### config.mk
export PLATFORM = sky130hd
export DESIGN_NAME = axi_gpio_mch
export DESIGN_NICKNAME = d
export VERILOG_FILES = /design/src/rtl/axi_gpio_mch.sv
export SDC_FILE = /design/constraint.sdc
export NUM_CORES = 1
export LEC_CHECK = 0
export ABC_AREA = 1
export CAP_MARGIN = 40
export CORE_ASPECT_RATIO = 1.1
export CORE_MARGIN = 2
export CORE_UTILIZATION = 55
export CTS_BUF_LIST = sky130_fd_sc_hd__clkbuf_8
export DETAILED_ROUTE_END_ITERATION = 10
export HOLD_SLACK_MARGIN = 0.06
export PLACE_DENSITY_LB_ADDON = 0.12
export SYNTH_ARGS = -nofsm -noshare
export SYNTH_HDL_FRONTEND = slang
export SYNTH_SLANG_ARGS = --single-unit
### constraint.sdc
create_clock -name s_axi_aclk -period 3 [get_ports s_axi_aclk]
set_clock_uncertainty 0.15 [all_clocks]
set_input_delay 0.6 -clock s_axi_aclk [delete_from_list [all_inputs] [get_ports s_axi_aclk]]
set_output_delay 0.6 -clock s_axi_aclk [all_outputs]
set_load 0.05 [all_outputs]
### src/rtl/axi_gpio_mch.sv
// Multi-channel AXI4-Lite GPIO: NUM_CH channels of DATA/TRI registers, byte strobes,
// 2-flop input synchronisers and per-channel change-detect interrupts.
module axi_gpio_mch #(
  parameter int          NUM_CH       = 2,
  parameter int          CH_WIDTH     = 32,
  parameter logic [31:0] DOUT_DEFAULT = 32'h0000_0000,
  parameter logic [31:0] TRI_DEFAULT  = 32'hFFFF_FFFF
) (
  input  logic                         s_axi_aclk,
  input  logic                         s_axi_areset,
  input  logic [8:0]                   s_axi_awaddr,
  input  logic                         s_axi_awvalid,
  output logic                         s_axi_awready,
  input  logic [31:0]                  s_axi_wdata,
  input  logic [3:0]                   s_axi_wstrb,
  input  logic                         s_axi_wvalid,
  output logic                         s_axi_wready,
  output logic [1:0]                   s_axi_bresp,
  output logic                         s_axi_bvalid,
  input  logic                         s_axi_bready,
  input  logic [8:0]                   s_axi_araddr,
  input  logic                         s_axi_arvalid,
  output logic                         s_axi_arready,
  output logic [31:0]                  s_axi_rdata,
  output logic [1:0]                   s_axi_rresp,
  output logic                         s_axi_rvalid,
  input  logic                         s_axi_rready,
  input  logic [NUM_CH*CH_WIDTH-1:0]   gpio_io_i,
  output logic [NUM_CH*CH_WIDTH-1:0]   gpio_io_o,
  output logic [NUM_CH*CH_WIDTH-1:0]   gpio_io_t,
  output logic                         ip2intc_irpt
);

  localparam int GW = NUM_CH * CH_WIDTH;
  localparam logic [6:0] GIER_W  = 7'h47;
  localparam logic [6:0] IPISR_W = 7'h48;
  localparam logic [6:0] IPIER_W = 7'h4A;

  typedef enum logic [1:0] {W_IDLE, W_HAVE_A, W_HAVE_D, W_RESP} w_state_t;
  typedef enum logic {R_IDLE, R_DATA} r_state_t;

  w_state_t          w_state_reg;
  r_state_t          r_state_reg;
  logic [6:0]        aw_addr_reg;
  logic [31:0]       w_data_reg;
  logic [3:0]        w_strb_reg;
  logic              awready_reg, wready_reg, bvalid_reg, arready_reg, rvalid_reg;
  logic [1:0]        bresp_reg, rresp_reg;
  logic [31:0]       rdata_reg;

  logic [GW-1:0]     sync1_reg, sync2_reg, prev_reg;
  logic [GW-1:0]     data_rd;
  logic [NUM_CH-1:0] ch_event;
  logic              gier_reg, irpt_reg;
  logic [NUM_CH-1:0] ipier_reg, ipisr_reg, ipisr_toggle;

  logic              aw_hs, w_hs, wr_fire, wr_ch_ok, wr_mapped;
  logic [6:0]        wr_addr, rd_addr;
  logic [31:0]       wr_data, wr_mask, rd_data;
  logic [3:0]        wr_strb;
  logic              rd_err;
  logic              unused_addr_lsbs;

  assign unused_addr_lsbs = ^{s_axi_awaddr[1:0], s_axi_araddr[1:0]};

  assign s_axi_awready = awready_reg;
  assign s_axi_wready  = wready_reg;
  assign s_axi_bvalid  = bvalid_reg;
  assign s_axi_bresp   = bresp_reg;
  assign s_axi_arready = arready_reg;
  assign s_axi_rvalid  = rvalid_reg;
  assign s_axi_rresp   = rresp_reg;
  assign s_axi_rdata   = rdata_reg;
  assign ip2intc_irpt  = irpt_reg;

  assign aw_hs = s_axi_awvalid & awready_reg;
  assign w_hs  = s_axi_wvalid & wready_reg;

  // Effective write beat: whichever half arrives last is taken live from the bus.
  always_comb begin
    wr_fire = 1'b0;
    wr_addr = aw_addr_reg;
    wr_data = w_data_reg;
    wr_strb = w_strb_reg;
    case (w_state_reg)
      W_IDLE: begin
        wr_fire = aw_hs & w_hs;
        wr_addr = s_axi_awaddr[8:2];
        wr_data = s_axi_wdata;
        wr_strb = s_axi_wstrb;
      end
      W_HAVE_A: begin
        wr_fire = w_hs;
        wr_data = s_axi_wdata;
        wr_strb = s_axi_wstrb;
      end
      W_HAVE_D: begin
        wr_fire = aw_hs;
        wr_addr = s_axi_awaddr[8:2];
      end
      default: ;
    endcase
  end

  assign wr_ch_ok  = (wr_addr[6:4] == 3'd0) && (int'(wr_addr[3:1]) < NUM_CH);
  assign wr_mapped = wr_ch_ok || (wr_addr == GIER_W) || (wr_addr == IPISR_W) || (wr_addr == IPIER_W);
  assign wr_mask   = {{8{wr_strb[3]}}, {8{wr_strb[2]}}, {8{wr_strb[1]}}, {8{wr_strb[0]}}};

  always_ff @(posedge s_axi_aclk) begin
    if (s_axi_areset) begin
      w_state_reg <= W_IDLE;
      awready_reg <= 1'b0;
      wready_reg  <= 1'b0;
      bvalid_reg  <= 1'b0;
      bresp_reg   <= 2'b00;
      aw_addr_reg <= '0;
      w_data_reg  <= '0;
      w_strb_reg  <= '0;
    end else begin
      case (w_state_reg)
        W_IDLE: begin
          awready_reg <= 1'b1;
          wready_reg  <= 1'b1;
          if (aw_hs && w_hs) begin
            w_state_reg <= W_RESP;
            awready_reg <= 1'b0;
            wready_reg  <= 1'b0;
            bvalid_reg  <= 1'b1;
            bresp_reg   <= wr_mapped ? 2'b00 : 2'b10;
          end else if (aw_hs) begin
            w_state_reg <= W_HAVE_A;
            aw_addr_reg <= s_axi_awaddr[8:2];
            awready_reg <= 1'b0;
          end else if (w_hs) begin
            w_state_reg <= W_HAVE_D;
            w_data_reg  <= s_axi_wdata;
            w_strb_reg  <= s_axi_wstrb;
            wready_reg  <= 1'b0;
          end
        end
        W_HAVE_A, W_HAVE_D: begin
          if (wr_fire) begin
            w_state_reg <= W_RESP;
            awready_reg <= 1'b0;
            wready_reg  <= 1'b0;
            bvalid_reg  <= 1'b1;
            bresp_reg   <= wr_mapped ? 2'b00 : 2'b10;
          end
        end
        W_RESP: begin
          if (s_axi_bready) begin
            w_state_reg <= W_IDLE;
            bvalid_reg  <= 1'b0;
            awready_reg <= 1'b1;
            wready_reg  <= 1'b1;
          end
        end
        default: w_state_reg <= W_IDLE;
      endcase
    end
  end

  for (genvar gi = 0; gi < NUM_CH; gi++) begin : gen_ch
    logic [CH_WIDTH-1:0] dout_reg, tri_reg, cw_mask, cw_data;
    logic                hit_dout, hit_tri;

    assign cw_mask  = wr_mask[CH_WIDTH-1:0];
    assign cw_data  = wr_data[CH_WIDTH-1:0];
    assign hit_dout = wr_fire && wr_ch_ok && (wr_addr[3:1] == 3'(gi)) && !wr_addr[0];
    assign hit_tri  = wr_fire && wr_ch_ok && (wr_addr[3:1] == 3'(gi)) &&  wr_addr[0];

    always_ff @(posedge s_axi_aclk) begin
      if (s_axi_areset) begin
        dout_reg <= DOUT_DEFAULT[CH_WIDTH-1:0];
        tri_reg  <= TRI_DEFAULT[CH_WIDTH-1:0];
      end else begin
        if (hit_dout) dout_reg <= (dout_reg & ~cw_mask) | (cw_data & cw_mask);
        if (hit_tri)  tri_reg  <= (tri_reg & ~cw_mask) | (cw_data & cw_mask);
      end
    end

    assign gpio_io_o[gi*CH_WIDTH +: CH_WIDTH] = dout_reg;
    assign gpio_io_t[gi*CH_WIDTH +: CH_WIDTH] = tri_reg;
    // Inputs read back only where the pin is tri-stated; driven pins echo the output register.
    assign data_rd[gi*CH_WIDTH +: CH_WIDTH] =
        (tri_reg & sync2_reg[gi*CH_WIDTH +: CH_WIDTH]) | (~tri_reg & dout_reg);
    assign ch_event[gi] =
        |((sync2_reg[gi*CH_WIDTH +: CH_WIDTH] ^ prev_reg[gi*CH_WIDTH +: CH_WIDTH]) & tri_reg);
  end

  always_ff @(posedge s_axi_aclk) begin
    if (s_axi_areset) begin
      sync1_reg <= '0;
      sync2_reg <= '0;
      prev_reg  <= '0;
    end else begin
      sync1_reg <= gpio_io_i;
      sync2_reg <= sync1_reg;
      prev_reg  <= sync2_reg;
    end
  end

  assign ipisr_toggle = (wr_fire && (wr_addr == IPISR_W) && wr_strb[0]) ? wr_data[NUM_CH-1:0] : '0;

  always_ff @(posedge s_axi_aclk) begin
    if (s_axi_areset) begin
      gier_reg  <= 1'b0;
      ipier_reg <= '0;
      ipisr_reg <= '0;
      irpt_reg  <= 1'b0;
    end else begin
      if (wr_fire && (wr_addr == GIER_W) && wr_strb[3]) gier_reg <= wr_data[31];
      if (wr_fire && (wr_addr == IPIER_W) && wr_strb[0]) ipier_reg <= wr_data[NUM_CH-1:0];
      // OR-ing the event after the toggle lets a same-cycle event win over a clear.
      ipisr_reg <= (ipisr_reg ^ ipisr_toggle) | ch_event;
      irpt_reg  <= gier_reg & |(ipisr_reg & ipier_reg);
    end
  end

  assign rd_addr = s_axi_araddr[8:2];

  always_comb begin
    rd_data = 32'h0;
    rd_err  = 1'b0;
    if (rd_addr[6:4] == 3'd0) begin
      if (int'(rd_addr[3:1]) < NUM_CH) begin
        for (int c = 0; c < NUM_CH; c++) begin
          if (int'(rd_addr[3:1]) == c)
            rd_data = rd_addr[0] ? 32'(gpio_io_t[c*CH_WIDTH +: CH_WIDTH])
                                 : 32'(data_rd[c*CH_WIDTH +: CH_WIDTH]);
        end
      end else begin
        rd_err = 1'b1;
      end
    end else begin
      case (rd_addr)
        GIER_W:  rd_data = {gier_reg, 31'h0};
        IPISR_W: rd_data = 32'(ipisr_reg);
        IPIER_W: rd_data = 32'(ipier_reg);
        default: rd_err = 1'b1;
      endcase
    end
  end

  always_ff @(posedge s_axi_aclk) begin
    if (s_axi_areset) begin
      r_state_reg <= R_IDLE;
      arready_reg <= 1'b0;
      rvalid_reg  <= 1'b0;
      rdata_reg   <= 32'h0;
      rresp_reg   <= 2'b00;
    end else begin
      case (r_state_reg)
        R_IDLE: begin
          arready_reg <= 1'b1;
          if (s_axi_arvalid && arready_reg) begin
            r_state_reg <= R_DATA;
            arready_reg <= 1'b0;
            rvalid_reg  <= 1'b1;
            rdata_reg   <= rd_data;
            rresp_reg   <= rd_err ? 2'b10 : 2'b00;
          end
        end
        R_DATA: begin
          if (s_axi_rready) begin
            r_state_reg <= R_IDLE;
            rvalid_reg  <= 1'b0;
            arready_reg <= 1'b1;
          end
        end
        default: r_state_reg <= R_IDLE;
      endcase
    end
  end

endmodule
==> impl_metrics.json <==
{
  "insertion_delay_ps": 610,
  "run_status": "complete, no violations",
  "maxSlewHeadroom": 0.402,
  "nFillCells": 2571,
  "avgSynthCellArea_sq_um": 6.89,
  "cp-start-kind": "flop",
  "finalHoldViolCount": 0,
  "worst_pin_slew_ps": 897,
  "vias": 16800,
  "areaGrowthSynthToFinish_pct": 28.0,
  "ys_ff_latch": 411,
  "netlist_area_sq_um": 17000,
  "worstPathArrival_ps": 1990,
  "worstHoldPathType": "primary input to flop",
  "finalCritPeriodShare": 0.913,
  "clockBufferDepth": 3,
  "hpwlAfterDp_microns": 41000,
  "nets": 2905,
  "power.total_mw": 14.1,
  "pwr-share-seq": 0.418,
  "crit_required_ps": 2250,
  "io_pins": 295,
  "gp_congestion": 0.941,
  "start_util": 0.558,
  "cp_cell_sequence": "clkdlybuf4s50_1",
  "yosysUniqueCellTypes": 38,
  "wirelength_microns": 55700,
  "rsz0062_at_grt": "no",
  "globalRouteOverflowTotal": 0,
  "final_cell_area_sq_um": 21800,
  "finalSetupTns_ps": 0,
  "drive_above_1_share": 0.0707,
  "yosysTopAreaCell": "dfxtp_1",
  "mostFrequentLayoutCell": "nand2_1",
  "crit_family": "buffers and inverters",
  "p_sw_frac": 0.340,
  "setup_viol": 0,
  "drcViolationCount": 0,
  "timing.fmax_mhz": 365,
  "htreeDepth": 3,
  "slowest_stage": "clkdlybuf4s50_1",
  "worst-path-buf-inv": 1,
  "slowest_delay_ps": 870,
  "diodes": 0,
  "crit_type": "flop to primary output",
  "power.density_nw_per_um2": 647,
  "clk_pin_slew_ps": 70,
  "tritoncts": "done",
  "grt_first_pass_wirelength_microns": 84400,
  "placed_area_sq_um": 20400,
  "drv_cap": 0,
  "clock-sinks": 411,
  "p_int_mw": 9.30,
  "min_period_ps": 2740,
  "cts_buffers": 69,
  "yosysWarnings": 0,
  "grt_max_degree": 140,
  "die_y_microns": 189,
  "p_sw_mw": 4.79,
  "syn_inst": 2471,
  "rows": 67,
  "antenna_found_initial": 0,
  "drtIter0Drc": 1741,
  "yosys.area.top_type_share": 0.483,
  "grt_pass1_vias": 15800,
  "endpoint_kind": "primary output",
  "seq_area_frac_synth": 0.483,
  "pwr-share-clk": 0.348,
  "ant_nets": 0,
  "p_leak_nw": 10.3,
  "routedWlPerCell_microns": 17.2,
  "die_x_microns": 172,
  "vias_per_cell": 5.17,
  "core_area_sq_um": 30500,
  "track_usage": 0.340,
  "crit_path_max_fanout": 5,
  "synth_area_leaders": "dfxtp_1, nand2_1, nor2_1, inv_1, nand3_1",
  "p_comb_frac": 0.234,
  "slew_violations": 0,
  "port_buffers": 288,
  "dr.pass1.iters": 7,
  "die-area_sq_um": 32400,
  "ctsRootBufferMaster": "clkbuf_8",
  "worst_ir_drop_vdd_uv": 638,
  "mostFrequentLayoutCells": "nand2_1, nor2_1, inv_1, dfxtp_1, clkdlybuf4s50_1"
}
==> cells in the mapped netlist, drive strengths merged <==
library cell	n
a21boi	1
a311oi	5
inv	410
nand4	11
a21oi	77
o21ai	109
nand2	537
o311ai	1
o211a	2
a22oi	1
clkbuf	74
buf	23
dfxtp	411
nand3	219
or2	22
ha	4
conb	1
nor3	5
nor2	495
o211ai	49
clkinv	3
a211oi	2
nand3b	6
o21a	2
and3	1
==> cells by family (layout without fill, tap and decap cells) <==
group           after synthesis  count (layout)  share of synthesized area
other cells                   1               2                   0.000220
simple gates               1296            1296                      0.314
fa+ha+maj                     4               4                    0.00294
compound gates              249             249                     0.0834
flops                       411             411                      0.483
buf+inv                     510             866                      0.116
==> through the flow <==
| stage | hold WS, ps | instances | setup WS [ps] | util |
|---|---|---|---|---|
| 6_report | 143 | 3242 | 261 | 0.714 |
| 5_1_grt | 121 | 3242 | 47.6 | 0.714 |
| 4_1_cts | 117 | 3242 | 173 | 0.714 |
| 3_5_place_dp | 244 | 3119 | 213 | 0.668 |
| 3_3_place_gp | 240 | 3118 | 253 | 0.668 |
| 2_1_floorplan | 238 | 2472 | 597 | - |
==> metal layers <==
metal	share of wire	up-vias	wire length (microns)	track usage
met5	0	-	0	0
met4	0.065	0	3650	0.211
met3	0.092	162	5120	0.0649
met2	0.44	819	24700	0.532
met1	0.40	7617	22300	0.431
li1	-	8178	-	-
==> area by class of cell <==
class | instances | area (sq um) | share of cell area
timing repair buffer | 330 | 3270 | 0.150
tap | 414 | 518 | 0.0238
clock inverter | 36 | 183 | 0.00838
multi-input combinational | 1551 | 6840 | 0.314
clock buffer | 87 | 1200 | 0.0549
inverter | 413 | 1560 | 0.0715
sequential | 411 | 8230 | 0.378
==> worst paths after layout <==
kind / to / from / slack [ps] / cells after the start
min: sync1_reg[26]$_SDFF_PP0_ / s_axi_areset / 140 / 2
max reg2reg: flop / w_state_reg[0]$_SDFFE_PP0P_ / 260 / 13
min reg2reg: sync2_reg[22]$_SDFF_PP0_ / sync1_reg[22]$_SDFF_PP0_ / 230 / 2
max: gpio_io_t[1] / flop / 260 / 1
==> power groups by stage <==
stage          clock (mW)  combinational (mW)  sequential [mW]
2_1_floorplan           0                1.89             6.08
3_3_place_gp            0                3.14             5.99
3_5_place_dp            0                3.20             6.00
4_1_cts              4.95                3.22             5.89
5_1_grt              5.24                3.57             5.92
6_report             4.90                3.30             5.89
==> repair_timing <==
| item | 4_1_cts | 5_1_grt |
|---|---|---|
| hold buffers | 0 | 0 |
| gates resized for setup | 0 | 4 |
| setup endpoints to repair | 0 | 41 |
| buffers inserted | 0 | 0 |
No activity file was read; power rests on OpenSTA's default activity.
==> patch (config.mk and constraints unchanged) <==
Encoding of `w_state_t`: now one-hot (4 bits for 4 states).
--- a/src/rtl/axi_gpio_mch.sv
+++ b/src/rtl/axi_gpio_mch.sv
@@ -36,7 +36,7 @@
   localparam logic [6:0] IPISR_W = 7'h48;
   localparam logic [6:0] IPIER_W = 7'h4A;
 
-  typedef enum logic [1:0] {W_IDLE, W_HAVE_A, W_HAVE_D, W_RESP} w_state_t;
+  typedef enum logic [3:0] {W_IDLE = 4'b0001, W_HAVE_A = 4'b0010, W_HAVE_D = 4'b0100, W_RESP = 4'b1000} w_state_t;
   typedef enum logic {R_IDLE, R_DATA} r_state_t;
 
   w_state_t          w_state_reg;
Behaviour: no difference found for any inputs over 4 cycles, from zero or initial values and one cycle with s_axi_areset high; so few cycles prove little.
==> patch against the unedited design <==
  * Area after synthesis decreased by 0.51%
  * Sequential cell count up 2
  * Power shrank 0.26%
  * Clock power is 5.3% lower
  * Largest cell class unchanged
  * Routed wire length down 7.3%
  * Count of clock-buffer cells in the layout shrank 5
  * Setup slack improved by 3.0 ps
  * Design area down 0.94%
  * Largest power group unchanged
  * Die area shrank 0.50%
==> patch: results (changes against the unedited design) <==
| Metric | Value |
|---|---|
| Area contributors post-synth | dfxtp_1, nand2_1, nor2_1, inv_1, o21ai_0 |
| Placed Area | 20,300 um^2 (-0.39%) |
| Hold Path Sink | sync1_reg[61] |
| Largest net degree at the start of global routing | 202 (+44%) |
| Share of post-route cells with drive strength above 1 | 7.52% (+0.45 points) |
| Slew margin rel. | 36.0% (-4.2 points) |
| Nets | 2,792 (-3.9%) |
| Pre-CTS setup slack | -53.1 ps (-267 ps) |
| HPWL Detailed | 37.8 mm (-7.9%) |
| All-Layer GR Usage | 32.0% (-2.0 points) |
| Register area share after synthesis | 48.8% (+0.48 points) |
| Hold path startpoint | s_axi_areset |
| Maximum vdd drop | 0.405 mV (-37%) |
| Number of global-route vias before repair | 15,600 (-1.4%) |
| Diode count | 0 (unchanged) |
| Clock Path Buffers | 3 (unchanged) |
| First-pass iteration count of the detailed router | 5 (-2) |
| Avg Vias per Cell | 5.23 (+1.0%) |
| Delay of the slowest critical-path stage | 730 ps (-140 ps) |
| Cell family with most CP delay | simple AND/OR/NAND/NOR gates |
| Met1 Usage GRT | 37.5% (-5.6 points) |
| LEAKAGE | 10.1 nW (-2.0%) |
| Placed Cells | 3,013 (-3.4%) |
| 1st-iter DRT viols | 1,314 (-25%) |
| Maximum fanout along the worst path | 19 (+14) |
| Clock Latency Late Sink | 590 ps (-20 ps) |
| Met2 Use GR | 54.0% (+0.85 points) |
| R2R Path Start | w_state_reg[3] |
| Finished Layout Cells | 3,125 (-3.6%) |
| Psw | 4.90 mW (+2.2%) |
| Met3 Track Usage GR | 7.28% (+0.79 points) |
| First-pass GRT wire length | 80.2 mm (-4.9%) |
| Outcome | finished clean |
| Slowest CP cell | o21ai_2 |
| M1 WL | 20.2 mm (-9.4%) |
| Syn_area_per_cell | 7.14 um^2 (+3.6%) |
| CTS Buf Count | 66 (-4.3%) |
| Final WL | 51.6 mm (-7.3%) |
| Placer Congestion | 0.925 (-1.6%) |
| R2R depth | 8 (-5) |
| WP data arrival | 3110 ps (+1120 ps) |
| DR WL met2 | 24.8 mm (+0.75%) |
| Netlist cell types | 42 (+11%) |
| Wire length on met3 | 3.93 mm (-23%) |
-- patch: cell types whose count changed in the layout (fill, tap and decap cells not counted), sizes merged, moves of 8 or more --
cell    unedited run  this run
a21oi             77       137
clkinv            12         3
inv              434       407
nand2            537       464
nand3            219       143
nand4             11        53
nor2             495       408
nor3               5        23
o211ai            49        16
o21ai            109       144
o311ai             1         9
o41ai              0        15
xor2               0        11
-- patch: worst max path at each step --
stage          depth (start not counted)            from       end  slack [ps]
5_1_grt                               10  w_state_reg[3]  register          30
2_1_floorplan                         11    s_axi_wready  register         720
4_1_cts                               13  w_state_reg[1]  register         280
3_3_place_gp                          11    s_axi_wvalid  register          50
6_report                               8  w_state_reg[3]  register         260
3_5_place_dp                          11    s_axi_wvalid  register         -50
-- patch: power groups by stage --
stage | registers (mW) | clock network, mW | logic, mW
after floorplan | 6.09 | 0 | 2.06
after global placement | 6.03 | 0 | 3.41
after detailed placement | 6.04 | 0 | 3.43
after CTS | 5.92 | 4.72 | 3.45
after global routing | 5.95 | 4.97 | 3.80
final | 5.93 | 4.64 | 3.49
-- patch: final cells by class --
type / instances / area (um^2)
inverter: 384 / 1440
timing repair buffer: 331 / 3280
sequential: 413 / 8270
tap: 414 / 518
clock buffer: 82 / 1130
clock inverter: 30 / 140
multi-input combinational: 1471 / 6810
fill: 2608 / 8840
-- patch: cells by family after synthesis --
family / Yosys count / synth area share [%]
compound gates: 340 / 11.1
xor+xnor: 11 / 0.569
buf+inv: 490 / 11.2
flops: 413 / 48.8
other cells: 1 / 0.0221
simple gates: 1118 / 28.3
-- patch: repair_timing --
action,in CTS,in global routing
resized for setup,0,1
buffers inserted,0,0
endpoints found under the hold margin,0,0
setup endpoints to repair,0,22
